==> config.mk <==
export PLATFORM = sky130hd
export DESIGN_NAME = countdown_60_flat
export DESIGN_NICKNAME = d
export VERILOG_FILES = /design/src/rtl/countdown_60_pkg.sv /design/src/rtl/countdown_60_if.sv /design/src/rtl/countdown_60_bcd_digit_dec.sv /design/src/rtl/countdown_60.sv /design/src/flat_wrapper.sv
export SDC_FILE = /design/constraint.sdc
export NUM_CORES = 1
export LEC_CHECK = 0
export ABC_AREA = 1
export BUFFER_PORTS_ARGS = -buffer_cell sky130_fd_sc_hd__clkbuf_2
export CORE_MARGIN = 3
export CORE_UTILIZATION = 35
export DETAILED_ROUTE_END_ITERATION = 6
export SLEW_MARGIN = 20
export SYNTH_ARGS = -nofsm -noshare
export SYNTH_HDL_FRONTEND = slang
export SYNTH_SLANG_ARGS = --single-unit
==> constraint.sdc <==
create_clock -name CP -period 3.07 [get_ports CP]
set_clock_uncertainty 0.1 [all_clocks]
set_input_delay 0.307 -clock CP [delete_from_list [all_inputs] [get_ports CP]]
set_output_delay 0.307 -clock CP [all_outputs]
set_load 0.02 [all_outputs]
==> src/rtl/countdown_60_pkg.sv <==
// Shared clock package: state encoding, BCD digit width and BCD helpers.
// Imported by the countdown counter, its interface and its digit decrementer.
package countdown_60_pkg;

    localparam int unsigned BCD_DIGIT_W = 4;
    localparam int unsigned BCD_BYTE_W  = 2 * BCD_DIGIT_W;

    localparam logic [1:0] STATE_IDLE    = 2'd0;
    localparam logic [1:0] STATE_RUN     = 2'd1;
    localparam logic [1:0] STATE_EXPIRED = 2'd2;

    typedef enum logic [1:0] {
        ST_IDLE    = STATE_IDLE,
        ST_RUN     = STATE_RUN,
        ST_EXPIRED = STATE_EXPIRED
    } cd_state_e;

    // Both nibbles of a two-digit BCD byte are decimal digits.
    function automatic logic bcd_is_valid(input logic [BCD_BYTE_W-1:0] v);
        return (v[7:4] <= 4'd9) && (v[3:0] <= 4'd9);
    endfunction

    // Binary value of a two-digit BCD byte (nibbles taken at face value).
    function automatic int unsigned bcd_to_bin(input logic [BCD_BYTE_W-1:0] v);
        return 32'(v[7:4]) * 32'd10 + 32'(v[3:0]);
    endfunction

    // Two-digit BCD encoding of a binary value in 0..99.
    function automatic logic [BCD_BYTE_W-1:0] bin_to_bcd(input int unsigned v);
        return {4'(v / 32'd10), 4'(v % 32'd10)};
    endfunction

endpackage

==> src/rtl/countdown_60_if.sv <==
// Control/status bundle of the countdown counter.
//   master: drives EN, Load, Din, Start, Halt; observes Cnt, Bo, Done, Busy, LdErr
//   slave : the counter side
interface countdown_60_if;
    import countdown_60_pkg::*;

    logic                  EN;
    logic                  Load;
    logic [BCD_BYTE_W-1:0] Din;
    logic                  Start;
    logic                  Halt;
    logic [BCD_BYTE_W-1:0] Cnt;
    logic                  Bo;
    logic                  Done;
    logic                  Busy;
    logic                  LdErr;

    modport master (
        output EN, Load, Din, Start, Halt,
        input  Cnt, Bo, Done, Busy, LdErr
    );

    modport slave (
        input  EN, Load, Din, Start, Halt,
        output Cnt, Bo, Done, Busy, LdErr
    );

endinterface

==> src/rtl/countdown_60_bcd_digit_dec.sv <==
// Single BCD digit decrementer with borrow chaining (combinational).
//   digit_i  : current digit
//   borrow_i : decrement request from the lower digit (1 for the ones digit)
//   digit_c  : next digit value
//   borrow_c : this digit wrapped 0 -> 9 and borrows from the next digit
module bcd_digit_dec
    import countdown_60_pkg::*;
(
    input  logic [BCD_DIGIT_W-1:0] digit_i,
    input  logic                   borrow_i,
    output logic [BCD_DIGIT_W-1:0] digit_c,
    output logic                   borrow_c
);

    always_comb begin
        digit_c  = digit_i;
        borrow_c = 1'b0;
        if (borrow_i) begin
            if (digit_i == '0) begin
                digit_c  = BCD_DIGIT_W'(9);
                borrow_c = 1'b1;
            end else begin
                // Non-decimal digits (A..F) also step down, so they drain to 0.
                digit_c = digit_i - BCD_DIGIT_W'(1);
            end
        end
    end

endmodule

==> src/rtl/countdown_60.sv <==
// Loadable two-digit BCD down-counter for timer/countdown modes.
// Counts a preset down to 00, then wraps to MODULUS-1 with a one-cycle borrow
// (WRAP=1) or stops and flags expiry (WRAP=0).
//
// Parameters: MODULUS (2..100, count range 00..MODULUS-1), WRAP.
// Ports:
//   CP    : clock, rising edge
//   reset : asynchronous, active-high
//   bus   : countdown_60_if.slave
//           in : EN, Load, Din[7:0] (BCD), Start, Halt
//           out: Cnt[7:0] (BCD), Bo, Done, Busy, LdErr (all registered)
// Build option: COUNTDOWN_LOADCHK_EN replaces out-of-range/non-BCD loads with
// MODULUS-1 and pulses LdErr; without it Din loads verbatim and LdErr stays 0.
module countdown_60
    import countdown_60_pkg::*;
#(
    parameter int unsigned MODULUS = 60,
    parameter bit          WRAP    = 1'b1
) (
    input  logic           CP,
    input  logic           reset,
    countdown_60_if.slave  bus
);

    localparam logic [BCD_BYTE_W-1:0] RELOAD = bin_to_bcd(MODULUS - 32'd1);

    cd_state_e             state_q, state_d;
    logic [BCD_BYTE_W-1:0] cnt_q,   cnt_d;
    logic                  bo_q,    bo_d;
    logic                  done_q,  done_d;
    logic                  busy_q,  busy_d;
    logic                  lderr_q, lderr_d;

    logic [BCD_DIGIT_W-1:0] ones_dec_c, tens_dec_c;
    logic                   ones_borrow_c;
    logic                   at_zero_c;
    logic [BCD_BYTE_W-1:0]  dec_c;

    // Ones digit always decrements; tens decrements only when ones borrows.
    bcd_digit_dec u_ones (
        .digit_i  (cnt_q[3:0]),
        .borrow_i (1'b1),
        .digit_c  (ones_dec_c),
        .borrow_c (ones_borrow_c)
    );

    // Tens borrow-out is set exactly when the count is 00.
    bcd_digit_dec u_tens (
        .digit_i  (cnt_q[7:4]),
        .borrow_i (ones_borrow_c),
        .digit_c  (tens_dec_c),
        .borrow_c (at_zero_c)
    );

    assign dec_c = {tens_dec_c, ones_dec_c};

    // State and output registers.
    always_ff @(posedge CP or posedge reset) begin
        if (reset) begin
            state_q <= ST_IDLE;
            cnt_q   <= RELOAD;
            bo_q    <= 1'b0;
            done_q  <= 1'b0;
            busy_q  <= 1'b0;
            lderr_q <= 1'b0;
        end else begin
            state_q <= state_d;
            cnt_q   <= cnt_d;
            bo_q    <= bo_d;
            done_q  <= done_d;
            busy_q  <= busy_d;
            lderr_q <= lderr_d;
        end
    end

    // Next state and next register values; priority Load > Halt > Start > count.
    always_comb begin
        state_d = state_q;
        cnt_d   = cnt_q;
        bo_d    = 1'b0;
        done_d  = done_q;
        lderr_d = 1'b0;

        if (bus.Load) begin
            state_d = ST_IDLE;
            done_d  = 1'b0;
`ifdef COUNTDOWN_LOADCHK_EN
            if (!bcd_is_valid(bus.Din) || (bcd_to_bin(bus.Din) >= MODULUS)) begin
                cnt_d   = RELOAD;
                lderr_d = 1'b1;
            end else begin
                cnt_d = bus.Din;
            end
`else
            cnt_d = bus.Din;
`endif
        end else begin
            case (state_q)
                ST_IDLE: begin
                    if (!bus.Halt && bus.Start) begin
                        if (!WRAP && at_zero_c) begin
                            state_d = ST_EXPIRED;
                            done_d  = 1'b1;
                        end else begin
                            state_d = ST_RUN;
                        end
                    end
                end
                ST_RUN: begin
                    if (bus.Halt) begin
                        state_d = ST_IDLE;
                    end else if (bus.EN) begin
                        if (at_zero_c) begin
                            // Only reachable at 00 with WRAP=1 in normal use.
                            if (WRAP) begin
                                cnt_d = RELOAD;
                                bo_d  = 1'b1;
                            end else begin
                                state_d = ST_EXPIRED;
                                done_d  = 1'b1;
                            end
                        end else begin
                            cnt_d = dec_c;
                            if (!WRAP && (dec_c == '0)) begin
                                state_d = ST_EXPIRED;
                                done_d  = 1'b1;
                            end
                        end
                    end
                end
                ST_EXPIRED: begin
                    cnt_d = '0;
                end
                default: begin
                    state_d = ST_IDLE;
                end
            endcase
        end

        busy_d = (state_d == ST_RUN);
    end

    assign bus.Cnt   = cnt_q;
    assign bus.Bo    = bo_q;
    assign bus.Done  = done_q;
    assign bus.Busy  = busy_q;
    assign bus.LdErr = lderr_q;

endmodule

==> src/flat_wrapper.sv <==
// flat-port wrapper written by rule: the top's interface ports become plain ports
module countdown_60_flat import countdown_60_pkg::*;
#(
    parameter int unsigned MODULUS = 60,
    parameter bit          WRAP    = 1'b1
)
  (CP, reset, bus_EN, bus_Load, bus_Din, bus_Start, bus_Halt, bus_Cnt, bus_Bo, bus_Done, bus_Busy, bus_LdErr);
  countdown_60_if bus_i ();
  input  logic CP;
  input  logic reset;
  input wire logic [$bits(bus_i.EN)-1:0] bus_EN;
  input wire logic [$bits(bus_i.Load)-1:0] bus_Load;
  input wire logic [$bits(bus_i.Din)-1:0] bus_Din;
  input wire logic [$bits(bus_i.Start)-1:0] bus_Start;
  input wire logic [$bits(bus_i.Halt)-1:0] bus_Halt;
  output wire logic [$bits(bus_i.Cnt)-1:0] bus_Cnt;
  output wire logic [$bits(bus_i.Bo)-1:0] bus_Bo;
  output wire logic [$bits(bus_i.Done)-1:0] bus_Done;
  output wire logic [$bits(bus_i.Busy)-1:0] bus_Busy;
  output wire logic [$bits(bus_i.LdErr)-1:0] bus_LdErr;
  assign bus_i.EN = bus_EN;
  assign bus_i.Load = bus_Load;
  assign bus_i.Din = bus_Din;
  assign bus_i.Start = bus_Start;
  assign bus_i.Halt = bus_Halt;
  assign bus_Cnt = bus_i.Cnt;
  assign bus_Bo = bus_i.Bo;
  assign bus_Done = bus_i.Done;
  assign bus_Busy = bus_i.Busy;
  assign bus_LdErr = bus_i.LdErr;
  countdown_60 #(.MODULUS(MODULUS), .WRAP(WRAP)) u_core (.CP(CP), .reset(reset), .bus(bus_i));
endmodule
==> impl_results.md <==
* Worst-path fanout max at 7
* Bufs on Longest Clock Path at 2
* Max Slew Vio Count at 0
* Leakage dissipation at 0.552 nW
* RSZ-0062 raised after global routing: false
* Antenna Diode Count at 0
* CTS Buf Count at 3
* TritonRoute pass-1 iters at 3
* Startpoint types: flip-flop
* Antenna violations before repair at 0
* Worst hold start: bus_Halt
* Worst Path Required at roughly 3.2 ns
* Synthesized area at 808 um^2
* Reg2reg end: u_core.bus.Cnt[7]$_DFFE_PP0P_
* Setup_tns at 0 ns
* Vias at roughly 730
* Final worst path period share at 0.520
* Critical path origin: u_core.bus.Cnt[0]$_DFFE_PP1P_
* Syn. warnings at 0
* Via density at 4.47
* Fin crit period at 1.60 ns
* Synth top area cells: dfrtp_1, nand2_1, dfstp_2, nor2_1, ha_1
* Final #Nets at 155
* Final Wtd Congestion at 0.862
* Worst Reg-to-Reg Cells at 8
* Root Buffer: clkbuf_4
* Top FF cell, synth: dfrtp_1
* Total Wirelength at approximately 1700 um
* First-pass GRT wire length at between 2000 and 3000 um
* Area after DPL at approximately 940 um^2
* Final hold violations at 0
* Gate Count Post-Synth at 110
* Register area share after synthesis at 0.378
* DIE AREA at 2920 um^2
* Core area at around 2100 um^2
* IO Count at 26
* CTS tree: built
* Status: completed
* Share of layout cells above drive strength 1 at 0.301
* Asr flop ratio synth at 1.00
* DRC viols at 0
* H-tree depth at 1
* Reg-to-reg startpoint: u_core.bus.Cnt[0]$_DFFE_PP1P_
* Maximum clock rate at 626 MHz
* Maximum number of pins on one net before global-route repair at 13
* Yosys cell types at 26
* Area grow syn2layout at 22.1%
* Setup crit end: u_core.bus.Cnt[7]$_DFFE_PP0P_
* CP endpoint kind: flip-flop
* Die Y at 54.1 um
* Initial Utilization at 0.392
* Mean area per synthesized cell at 7.35 um^2
* CP Class: reg -> reg
* Clock-pin slew on the worst setup and hold paths at 0.09 ns
* Dpl hpwl at 1400 um
* Number of synthesized flops with an enable pin at 0
* Overall Global Routing Usage at 0.142
* Synth Register Bits at 12
* Hold Crit Class: in -> reg
* Die Wd at 54.1 um
* Final instance area at 987 um^2
* VDD IR max at ~320 uV
* Setup-failing EPs final at 0
* Gr ovfl total at 0
* Power Density at between 500 and 600 nW/um^2
* Routed len/inst at 10.7 um
* Clk_lat worst skew at 0.28 ns
* Arr. time, crit path at 1.68 ns
* Most common cell after layout, fill and taps aside: nand2_1
* FF-to-FF setup slack at about 1.5 ns
* Most frequent cells in the layout: nand2_1, clkbuf_2, nor2_1
* Clk sinks at 12
* Cell taking the most area after synthesis: dfrtp_1
* Final ANT Viol Nets at 0
* CTS-repair resized insts at 0
* Initial drt markers at 4
* PortBufs at 23
* # rows at 16
* Max-cap check violation count at 0
* Yosys top cell area share at 0.248
* Via count of the first global-routing pass at just under 700
[through the flow]
stage	hold WS (ns)	worst slack [ns]	utilization	instances	power, mW
4_1_cts	0.0993	1.47	0.479	163	0.554
5_1_grt	0.104	1.38	0.479	163	0.591
3_3_place_gp	0.226	1.53	0.456	158	0.415
6_report	0.0997	1.47	0.479	163	0.548
2_1_floorplan	0.0688	1.47	-	111	0.362
3_5_place_dp	0.230	1.49	0.456	158	0.419
[power breakdown]
part | internal [mW] | total (mW) | switching [mW]
clock network | 0.0722 | 0.133 | 0.0608
logic | 0.0733 | 0.203 | 0.130
registers | 0.188 | 0.212 | 0.0241
total | 0.333 | 0.548 | 0.215
[registers in the layout, summed over array words and instances (netlist names)]
signal,count
u_core.bus.Bo,1
u_core.bus.Busy,1
u_core.bus.Cnt,8
u_core.state_q,2
[worst max-delay path: stages, from the launching register on]
cell and delay, ns:
dfstp_2 0.55, inv_1 0.08, ha_1 0.24, nand2_4 0.11
inv_4 0.05, o21ai_4 0.22, inv_2 0.06, nand2_1 0.06
nand2_1 0.04
[synth_stat cells (2+ instances only)]
master,n
nand2_1,32
nor2_1,14
inv_1,12
dfrtp_1,8
nand3_1,8
dfstp_2,4
ha_1,4
a31oi_1,3
nand2_4,3
o21ai_0,3
buf_4,2
inv_2,2
o21ai_1,2
[per-layer routing]
layer  wire length (um)  up-vias  part of all wire  track usage
met5                  0        -                 0            0
met4                 29        0             0.017       0.0622
met3                 79        4             0.045       0.0277
met2                840       12              0.48        0.232
met1                798      319              0.46        0.182
li1                   -      393                 -            -
[area by class of cell]
class | count | area [um^2]
fillers | 214 | 1070
multi-input cells | 80 | 419
flip-flops and latches | 12 | 305
repair buffers | 24 | 125
inverters | 16 | 67.6
clock buffers | 4 | 36.3
well taps | 27 | 33.8
[how the worst min path moves through the flow]
stage | end | slack [ns] | depth (start not counted)
after floorplan | u_core.bus.Bo$_DFF_PP0_ | 0.07 | 1
after global placement | u_core.state_q[1]$_DFF_PP0_ | 0.23 | 2
after detailed placement | u_core.bus.Cnt[1]$_DFFE_PP0P_ | 0.23 | 2
after CTS | u_core.bus.Busy$_DFF_PP0_ | 0.1 | 2
after global routing | u_core.bus.Busy$_DFF_PP0_ | 0.10 | 2
final | u_core.bus.Busy$_DFF_PP0_ | 0.1 | 2
[timing repair]
| item | 4_1_cts | 5_1_grt |
|---|---|---|
| hold buffers | 1 | 0 |
| endpoints found under the hold margin | 8 | 0 |
| setup buffers | 0 | 0 |
| setup endpoints to repair | 0 | 0 |
[cells by family after synthesis]
logic type,Yosys count,share of synthesized area
AND/OR/NAND/NOR,62,0.344
flip-flops,12,0.378
adder cells (fa/ha/maj),4,0.0619
AO/OA/AOI/OAI,11,0.0929
other,1,0.00464
buffers and inverters,19,0.108
XOR/XNOR,1,0.0108
No activity file was read; power rests on OpenSTA's default activity.
